### config.mk
export PLATFORM = sky130hd
export DESIGN_NAME = wfq_req_sched
export DESIGN_NICKNAME = d
export VERILOG_FILES = /design/src/rtl/wfq_req_sched.sv
export SDC_FILE = /design/constraint.sdc
export NUM_CORES = 2
export LEC_CHECK = 0
export BUFFER_PORTS_ARGS = -buffer_cell sky130_fd_sc_hd__buf_2
export CAP_MARGIN = 10
export CORE_MARGIN = 10
export CORE_UTILIZATION = 55
export DETAILED_ROUTE_END_ITERATION = 10
export PLACE_DENSITY = 0.73
export SYNTH_ARGS = -nofsm -noshare
export SYNTH_HDL_FRONTEND = slang
export SYNTH_SLANG_ARGS = --single-unit
### constraint.sdc
create_clock -name clk -period 9.4 [get_ports clk]
set_input_delay 1.41 -clock clk [delete_from_list [all_inputs] [get_ports clk]]
set_output_delay 1.41 -clock clk [all_outputs]
set_load 0.02 [all_outputs]
### src/rtl/wfq_req_sched.sv
// wfq_req_sched: round-robin front end that divides pkt_len by class weight and issues tagged requests to the WFQ engine.
// Define WFQ_REQ_SCHED_STATS_EN to add per-port grant counters and a hazard-stall counter.
module wfq_req_sched #(
    parameter int NUM_PORTS    = 4,
    parameter int CLASS_WIDTH  = 5,
    parameter int WEIGHT_WIDTH = 16,
    parameter int PKT_WIDTH    = 16,
    parameter int RESULT_WIDTH = 32,
    parameter int ENGINE_LAT   = 3
) (
    input  logic                              clk,
    input  logic                              rst,
    input  logic [NUM_PORTS-1:0]              in_valid,
    output logic [NUM_PORTS-1:0]              in_ready,
    input  logic [NUM_PORTS*CLASS_WIDTH-1:0]  in_class_id,
    input  logic [NUM_PORTS*PKT_WIDTH-1:0]    in_pkt_len,
    input  logic                              cfg_wr_en,
    input  logic [CLASS_WIDTH-1:0]            cfg_class_id,
    input  logic [WEIGHT_WIDTH-1:0]           cfg_weight,
    output logic                              eng_req_valid,
    output logic [CLASS_WIDTH-1:0]            eng_class_id,
    output logic [WEIGHT_WIDTH-1:0]           eng_div_quotient,
    output logic [WEIGHT_WIDTH-1:0]           eng_div_remain,
    input  logic                              eng_resp_valid,
    input  logic [RESULT_WIDTH-1:0]           eng_resp_data,
    output logic                              out_valid,
    output logic [RESULT_WIDTH-1:0]           out_data,
    output logic [$clog2(NUM_PORTS)-1:0]      out_port,
    output logic                              err_orphan
`ifdef WFQ_REQ_SCHED_STATS_EN
    ,
    output logic [NUM_PORTS*32-1:0]           stat_grants,
    output logic [31:0]                       stat_stall
`endif
);
    localparam int PW = $clog2(NUM_PORTS);
    localparam int CW = $clog2(PKT_WIDTH + 1);
    localparam int NC = 2 ** CLASS_WIDTH;
    localparam int QW = PKT_WIDTH > WEIGHT_WIDTH ? PKT_WIDTH : WEIGHT_WIDTH;
    localparam int TW = ENGINE_LAT * PW;
    typedef enum logic [1:0] {IDLE, DIV, ISSUE} state_t;
    state_t                   state_q, state_d;
    logic [PW-1:0]            rr_ptr_q, rr_ptr_d, port_q, port_d, grant, idx;
    logic                     found, accept, stall, in_div, last, zero_w, ge, sat, tag_hit;
    logic [CLASS_WIDTH-1:0]   class_q, class_d, sel_class;
    logic [PKT_WIDTH-1:0]     quo_q, quo_d, sel_len, step_quo;
    logic [WEIGHT_WIDTH-1:0]  weight_q, weight_d, rem_q, rem_d, sel_weight, step_rem;
    logic [WEIGHT_WIDTH-1:0]  eng_quo_q, eng_quo_d, eng_rem_q, eng_rem_d;
    logic [WEIGHT_WIDTH:0]    trial;
    logic [QW-1:0]            quo_ext;
    logic [CW-1:0]            cnt_q, cnt_d;
    logic [WEIGHT_WIDTH-1:0]  wtab_q [NC];
    logic [WEIGHT_WIDTH-1:0]  wtab_d [NC];
    logic [1:0]               hv_q, hv_d;
    logic [2*CLASS_WIDTH-1:0] hc_q, hc_d;
    logic [ENGINE_LAT-1:0]    tag_v_q, tag_v_d;
    logic [TW-1:0]            tag_p_q, tag_p_d;
    logic                     out_valid_q, out_valid_d, err_orphan_q, err_orphan_d;
    logic [RESULT_WIDTH-1:0]  out_data_q, out_data_d;
    logic [PW-1:0]            out_port_q, out_port_d;
    always_comb begin
        found = 1'b0;
        grant = '0;
        idx   = '0;
        for (int i = NUM_PORTS - 1; i >= 0; i--) begin
            idx = rr_ptr_q + PW'(i);
            if (in_valid[idx]) begin
                found = 1'b1;
                grant = idx;
            end
        end
    end
    assign sel_class  = in_class_id[grant*CLASS_WIDTH +: CLASS_WIDTH];
    assign sel_len    = in_pkt_len[grant*PKT_WIDTH +: PKT_WIDTH];
    assign sel_weight = (cfg_wr_en && cfg_class_id == sel_class) ? cfg_weight : wtab_q[sel_class];
    assign zero_w     = sel_weight == '0;
    // Same-class issues within the last two cycles would collide inside the engine.
    assign stall   = (hv_q[0] && hc_q[CLASS_WIDTH-1:0] == class_q) || (hv_q[1] && hc_q[2*CLASS_WIDTH-1:CLASS_WIDTH] == class_q);
    assign in_div  = state_q == DIV;
    assign last    = in_div && cnt_q == CW'(1);
    assign trial   = {rem_q, quo_q[PKT_WIDTH-1]};
    assign ge      = trial >= {1'b0, weight_q};
    assign step_rem = ge ? WEIGHT_WIDTH'(trial - {1'b0, weight_q}) : trial[WEIGHT_WIDTH-1:0];
    assign step_quo = {quo_q[PKT_WIDTH-2:0], ge};
    assign quo_ext  = QW'(step_quo);
    assign sat      = |(quo_ext >> WEIGHT_WIDTH);
    assign tag_hit  = tag_v_q[ENGINE_LAT-1];
    always_comb begin
        state_d = state_q;
        case (state_q)
            IDLE:    state_d = accept ? (zero_w ? ISSUE : DIV) : IDLE;
            DIV:     state_d = last ? ISSUE : DIV;
            ISSUE:   state_d = stall ? ISSUE : IDLE;
            default: state_d = IDLE;
        endcase
    end
    always_comb begin
        in_ready      = (state_q == IDLE && found && !rst) ? (NUM_PORTS'(1) << grant) : '0;
        eng_req_valid = state_q == ISSUE && !stall && !rst;
    end
    assign accept = |in_ready;
    always_comb begin
        rr_ptr_d  = accept ? grant + PW'(1) : rr_ptr_q;
        port_d    = accept ? grant : port_q;
        class_d   = accept ? sel_class : class_q;
        weight_d  = accept ? sel_weight : weight_q;
        quo_d     = accept ? sel_len : (in_div ? step_quo : quo_q);
        rem_d     = accept ? '0 : (in_div ? step_rem : rem_q);
        cnt_d     = accept ? CW'(PKT_WIDTH) : (in_div ? cnt_q - CW'(1) : cnt_q);
        eng_quo_d = (accept && zero_w) ? '1 : (last ? (sat ? '1 : quo_ext[WEIGHT_WIDTH-1:0]) : eng_quo_q);
        eng_rem_d = (accept && zero_w) ? '0 : (last ? step_rem : eng_rem_q);
        wtab_d    = wtab_q;
        if (cfg_wr_en) wtab_d[cfg_class_id] = cfg_weight;
        hv_d         = {hv_q[0], eng_req_valid};
        hc_d         = {hc_q[CLASS_WIDTH-1:0], class_q};
        tag_v_d      = ENGINE_LAT'({tag_v_q, eng_req_valid});
        tag_p_d      = TW'({tag_p_q, port_q});
        out_valid_d  = eng_resp_valid && tag_hit;
        out_data_d   = out_valid_d ? eng_resp_data : out_data_q;
        out_port_d   = out_valid_d ? tag_p_q[TW-1 -: PW] : out_port_q;
        err_orphan_d = err_orphan_q || (eng_resp_valid && !tag_hit);
    end
    always_ff @(posedge clk) begin
        if (rst) begin
            state_q      <= IDLE;
            rr_ptr_q     <= '0;
            port_q       <= '0;
            class_q      <= '0;
            weight_q     <= '0;
            quo_q        <= '0;
            rem_q        <= '0;
            cnt_q        <= '0;
            eng_quo_q    <= '0;
            eng_rem_q    <= '0;
            for (int i = 0; i < NC; i++) wtab_q[i] <= WEIGHT_WIDTH'(1);
            hv_q         <= '0;
            hc_q         <= '0;
            tag_v_q      <= '0;
            tag_p_q      <= '0;
            out_valid_q  <= 1'b0;
            out_data_q   <= '0;
            out_port_q   <= '0;
            err_orphan_q <= 1'b0;
        end else begin
            state_q      <= state_d;
            rr_ptr_q     <= rr_ptr_d;
            port_q       <= port_d;
            class_q      <= class_d;
            weight_q     <= weight_d;
            quo_q        <= quo_d;
            rem_q        <= rem_d;
            cnt_q        <= cnt_d;
            eng_quo_q    <= eng_quo_d;
            eng_rem_q    <= eng_rem_d;
            wtab_q       <= wtab_d;
            hv_q         <= hv_d;
            hc_q         <= hc_d;
            tag_v_q      <= tag_v_d;
            tag_p_q      <= tag_p_d;
            out_valid_q  <= out_valid_d;
            out_data_q   <= out_data_d;
            out_port_q   <= out_port_d;
            err_orphan_q <= err_orphan_d;
        end
    end
    assign eng_class_id     = class_q;
    assign eng_div_quotient = eng_quo_q;
    assign eng_div_remain   = eng_rem_q;
    assign out_valid        = out_valid_q;
    assign out_data         = out_data_q;
    assign out_port         = out_port_q;
    assign err_orphan       = err_orphan_q;
`ifdef WFQ_REQ_SCHED_STATS_EN
    logic [NUM_PORTS*32-1:0] stat_grants_q, stat_grants_d;
    logic [31:0]             stat_stall_q, stat_stall_d;
    always_comb begin
        stat_grants_d = stat_grants_q;
        for (int p = 0; p < NUM_PORTS; p++) stat_grants_d[p*32 +: 32] = stat_grants_q[p*32 +: 32] + 32'(in_ready[p]);
        stat_stall_d = stat_stall_q + 32'(state_q == ISSUE && stall);
    end
    always_ff @(posedge clk) begin
        if (rst) begin
            stat_grants_q <= '0;
            stat_stall_q  <= '0;
        end else begin
            stat_grants_q <= stat_grants_d;
            stat_stall_q  <= stat_stall_d;
        end
    end
    assign stat_grants = stat_grants_q;
    assign stat_stall  = stat_stall_q;
`endif
endmodule

==> flow_summary.json <==
{
  "power-per-cell-area_nw_per_um2": 278,
  "peakVddDrop_mv": 0.393,
  "setup_violations": 0,
  "drt_wl_total_um": 94100,
  "cts_root_buffer": "clkbuf_16",
  "placementRows": 85,
  "syn_to_final_growth_pct": 12.4,
  "synth_seq_cells": 663,
  "dr.pass1.iters": 8,
  "arrival_ns": 7.29,
  "clockBufferDepth": 3,
  "cts_buffers": 72,
  "gp_congestion": 0.971,
  "worstSetupEndpointType": "register",
  "async_flop_share": 0,
  "power_frac_comb": 0.358,
  "htree_levels": 3,
  "start_util": 0.559,
  "synth_common_cells": "nand2_1, dfxtp_1, a21oi_1, mux2i_1, clkbuf_1",
  "finalClockSkew_ns": 0.0407,
  "core_um2": 54100,
  "synthesis.nets": 3999,
  "finalCritPeriodShare": 0.731,
  "crit_required_ns": 9.82,
  "die-area_um2": 64800,
  "wl_met3_um": 9000,
  "max_freq_mhz": 146,
  "syn_avg_cell_area_um2": 7.90,
  "portBuffers": 222,
  "synth_top_area_cell": "dfxtp_1",
  "maxSlewHeadroom": 0.125,
  "met1_length_um": 39700,
  "start_kind": "primary input",
  "synthFlopType": "dfxtp_1",
  "power.switching_w": 0.00345,
  "static-leakage-power_nw": 12.9,
  "drc_errors": 0,
  "grt_max_degree": 245,
  "first_iter_violations": 2845,
  "antenna_left": 0,
  "placed_area_um2": 31400,
  "ys_warn_count": 0,
  "fp.dieH_um": 255,
  "grt_pass1_vias": 25200,
  "maxCapViolCount": 0,
  "cp_max_fo": 27,
  "dr_wl_met2_um": 41900,
  "top_layer_used": "met5",
  "grt_use_total": 0.280,
  "path_class": "in2reg",
  "nets": 4045,
  "viasPerCell": 5.90,
  "synth_cell_types": 66,
  "vias": 27300,
  "cts_hold_buf": 0,
  "netlist.area_leader.share": 0.438,
  "path_clk_slew_ns": 0.06,
  "post_cts_buffers": 0,
  "antenna_found_initial": 7,
  "synth.most_common_cell": "nand2_1",
  "worstMarginPinSlew_ns": 1.31,
  "fin_tns_setup_ns": 0,
  "power.share.switching": 0.364,
  "cts_resized": 0,
  "insertion_delay_ns": 0.62,
  "p_clk_frac": 0.316,
  "boundaryPins": 223,
  "drive_gt1_frac": 0.130,
  "grt_overflow_total": 0,
  "synth_area_leaders": "dfxtp_1, nand2_1, mux2i_1",
  "seq_area_frac_synth": 0.438,
  "finalHoldViolCount": 0,
  "r2r_cells": 15,
  "rsz0062_at_grt": "false",
  "syn_area_um2": 30300,
  "hp-class": "reg2reg",
  "intPower_w": 0.00602,
  "synth-edff-count": 0,
  "status": "finished clean",
  "slew_violations": 0,
  "post_drt_wl_per_cell_um": 20.3,
  "post-route-min-period_ns": 6.87,
  "hold_depth": 2,
  "synth_cells": 3831,
  "design_area_um2": 34000,
  "place_hpwl_um": 58000,
  "cts_tree": "yes",
  "grt_pass1_wl_um": 145000,
  "seqPwrFrac": 0.327,
  "die_width_um": 255,
  "cts.sinks": 663
}
-- worst max-delay path, cell delays in order --
cell	delay, ns
buf_2	0.11
nor2b_1	0.18
a211o_1	0.34
nand2_1	0.53
inv_2	0.45
a32oi_4	0.67
buf_4	0.41
xnor2_1	0.16
nand2_1	0.13
o31ai_2	0.91
a31oi_1	0.20
a211oi_1	0.33
nand4_1	0.20
nor4_4	0.55
and2_1	0.55
a2111oi_0	0.15
-- flip-flops by register name (all words and copies together), names as in the netlist, 5 cells and up --
name / flops
wtab_q: 512
out_data: 32
eng_div_quotient: 16
eng_div_remain: 16
quo_q: 16
rem_q: 16
weight_q: 16
hc_q: 10
tag_p_q: 6
cnt_q: 5
eng_class_id: 5
-- path summary, 6_finish.rpt --
path                            slack, ns   startpoint            endpoint
worst max-delay path                 2.53  in_valid[2]  eng_div_remain[10]
worst min-delay path                 0.44   tag_p_q[5]         out_port[1]
worst max register to register       3.00  rr_ptr_q[1]  eng_div_remain[10]
worst min register to register       0.44   tag_p_q[5]         out_port[1]
-- cell families (layout without fill, tap and decap cells) --
group,count (synthesis),in the layout,synth area share
mux,362,362,0.124
flops,663,663,0.438
other cells,0,3,0
fa+ha+maj,23,23,0.00975
simple gates,1576,1576,0.213
buf+inv,347,448,0.0510
compound gates,831,831,0.156
xor+xnor,29,29,0.00839
-- per-stage QoR --
stage | cells | util | hold WS (ns) | total power (W) | setup slack (ns)
after floorplan | 3831 | - | 0.414 | 0.00563 | 4.19
after global placement | 4494 | 0.581 | 0.428 | 0.00639 | 2.20
after detailed placement | 4494 | 0.581 | 0.434 | 0.00641 | 2.13
after CTS | 4623 | 0.627 | 0.445 | 0.00938 | 2.70
after global routing | 4631 | 0.629 | 0.465 | 0.00988 | 2.09
final | 4631 | 0.629 | 0.439 | 0.00947 | 2.53
-- power by group through the flow --
stage	registers (W)	clock network [W]	logic [W]
floorplan	0.00315	0	0.00248
global placement	0.00314	0	0.00325
detailed placement	0.00315	0	0.00326
CTS	0.00309	0.00301	0.00328
global route	0.00311	0.00312	0.00365
finish	0.00309	0.00299	0.00339
-- placed cells by master, fill, tap and decap left out, drive strengths merged, types with 12 or more instances in the layout --
cell type / Yosys / routed
nand3: 18 / 18
nor3: 12 / 12
inv: 29 / 30
clkbuf: 241 / 112
o21ai: 57 / 57
buf: 77 / 290
o211ai: 66 / 66
dfxtp: 663 / 663
nand3b: 36 / 36
a21oi: 558 / 558
xnor2: 17 / 17
xor2: 12 / 12
a31oi: 44 / 44
a22oi: 41 / 41
nor4: 16 / 16
or3: 18 / 18
a211oi: 18 / 18
nor2b: 26 / 26
nand2: 1266 / 1266
nor2: 130 / 130
ha: 22 / 22
mux2i: 289 / 289
mux2: 71 / 71
-- final cells by class --
cell class / instances / area (um2)
Sequential cell: 663 / 13300
Inverter: 29 / 111
Clock buffer: 112 / 2270
Timing Repair Buffer: 290 / 1720
Fill cell: 4741 / 20100
Tap cell: 696 / 871
Clock inverter: 17 / 255
Antenna cell: 3 / 7.51
Multi-Input combinational cell: 2821 / 15500
-- metal layers --
metal,global-route usage,vias up
met5,0,-
met4,0.107,8
met3,0.0624,228
met2,0.439,1192
met1,0.370,12900
li1,-,13000
(Power assumes the default switching activity.)
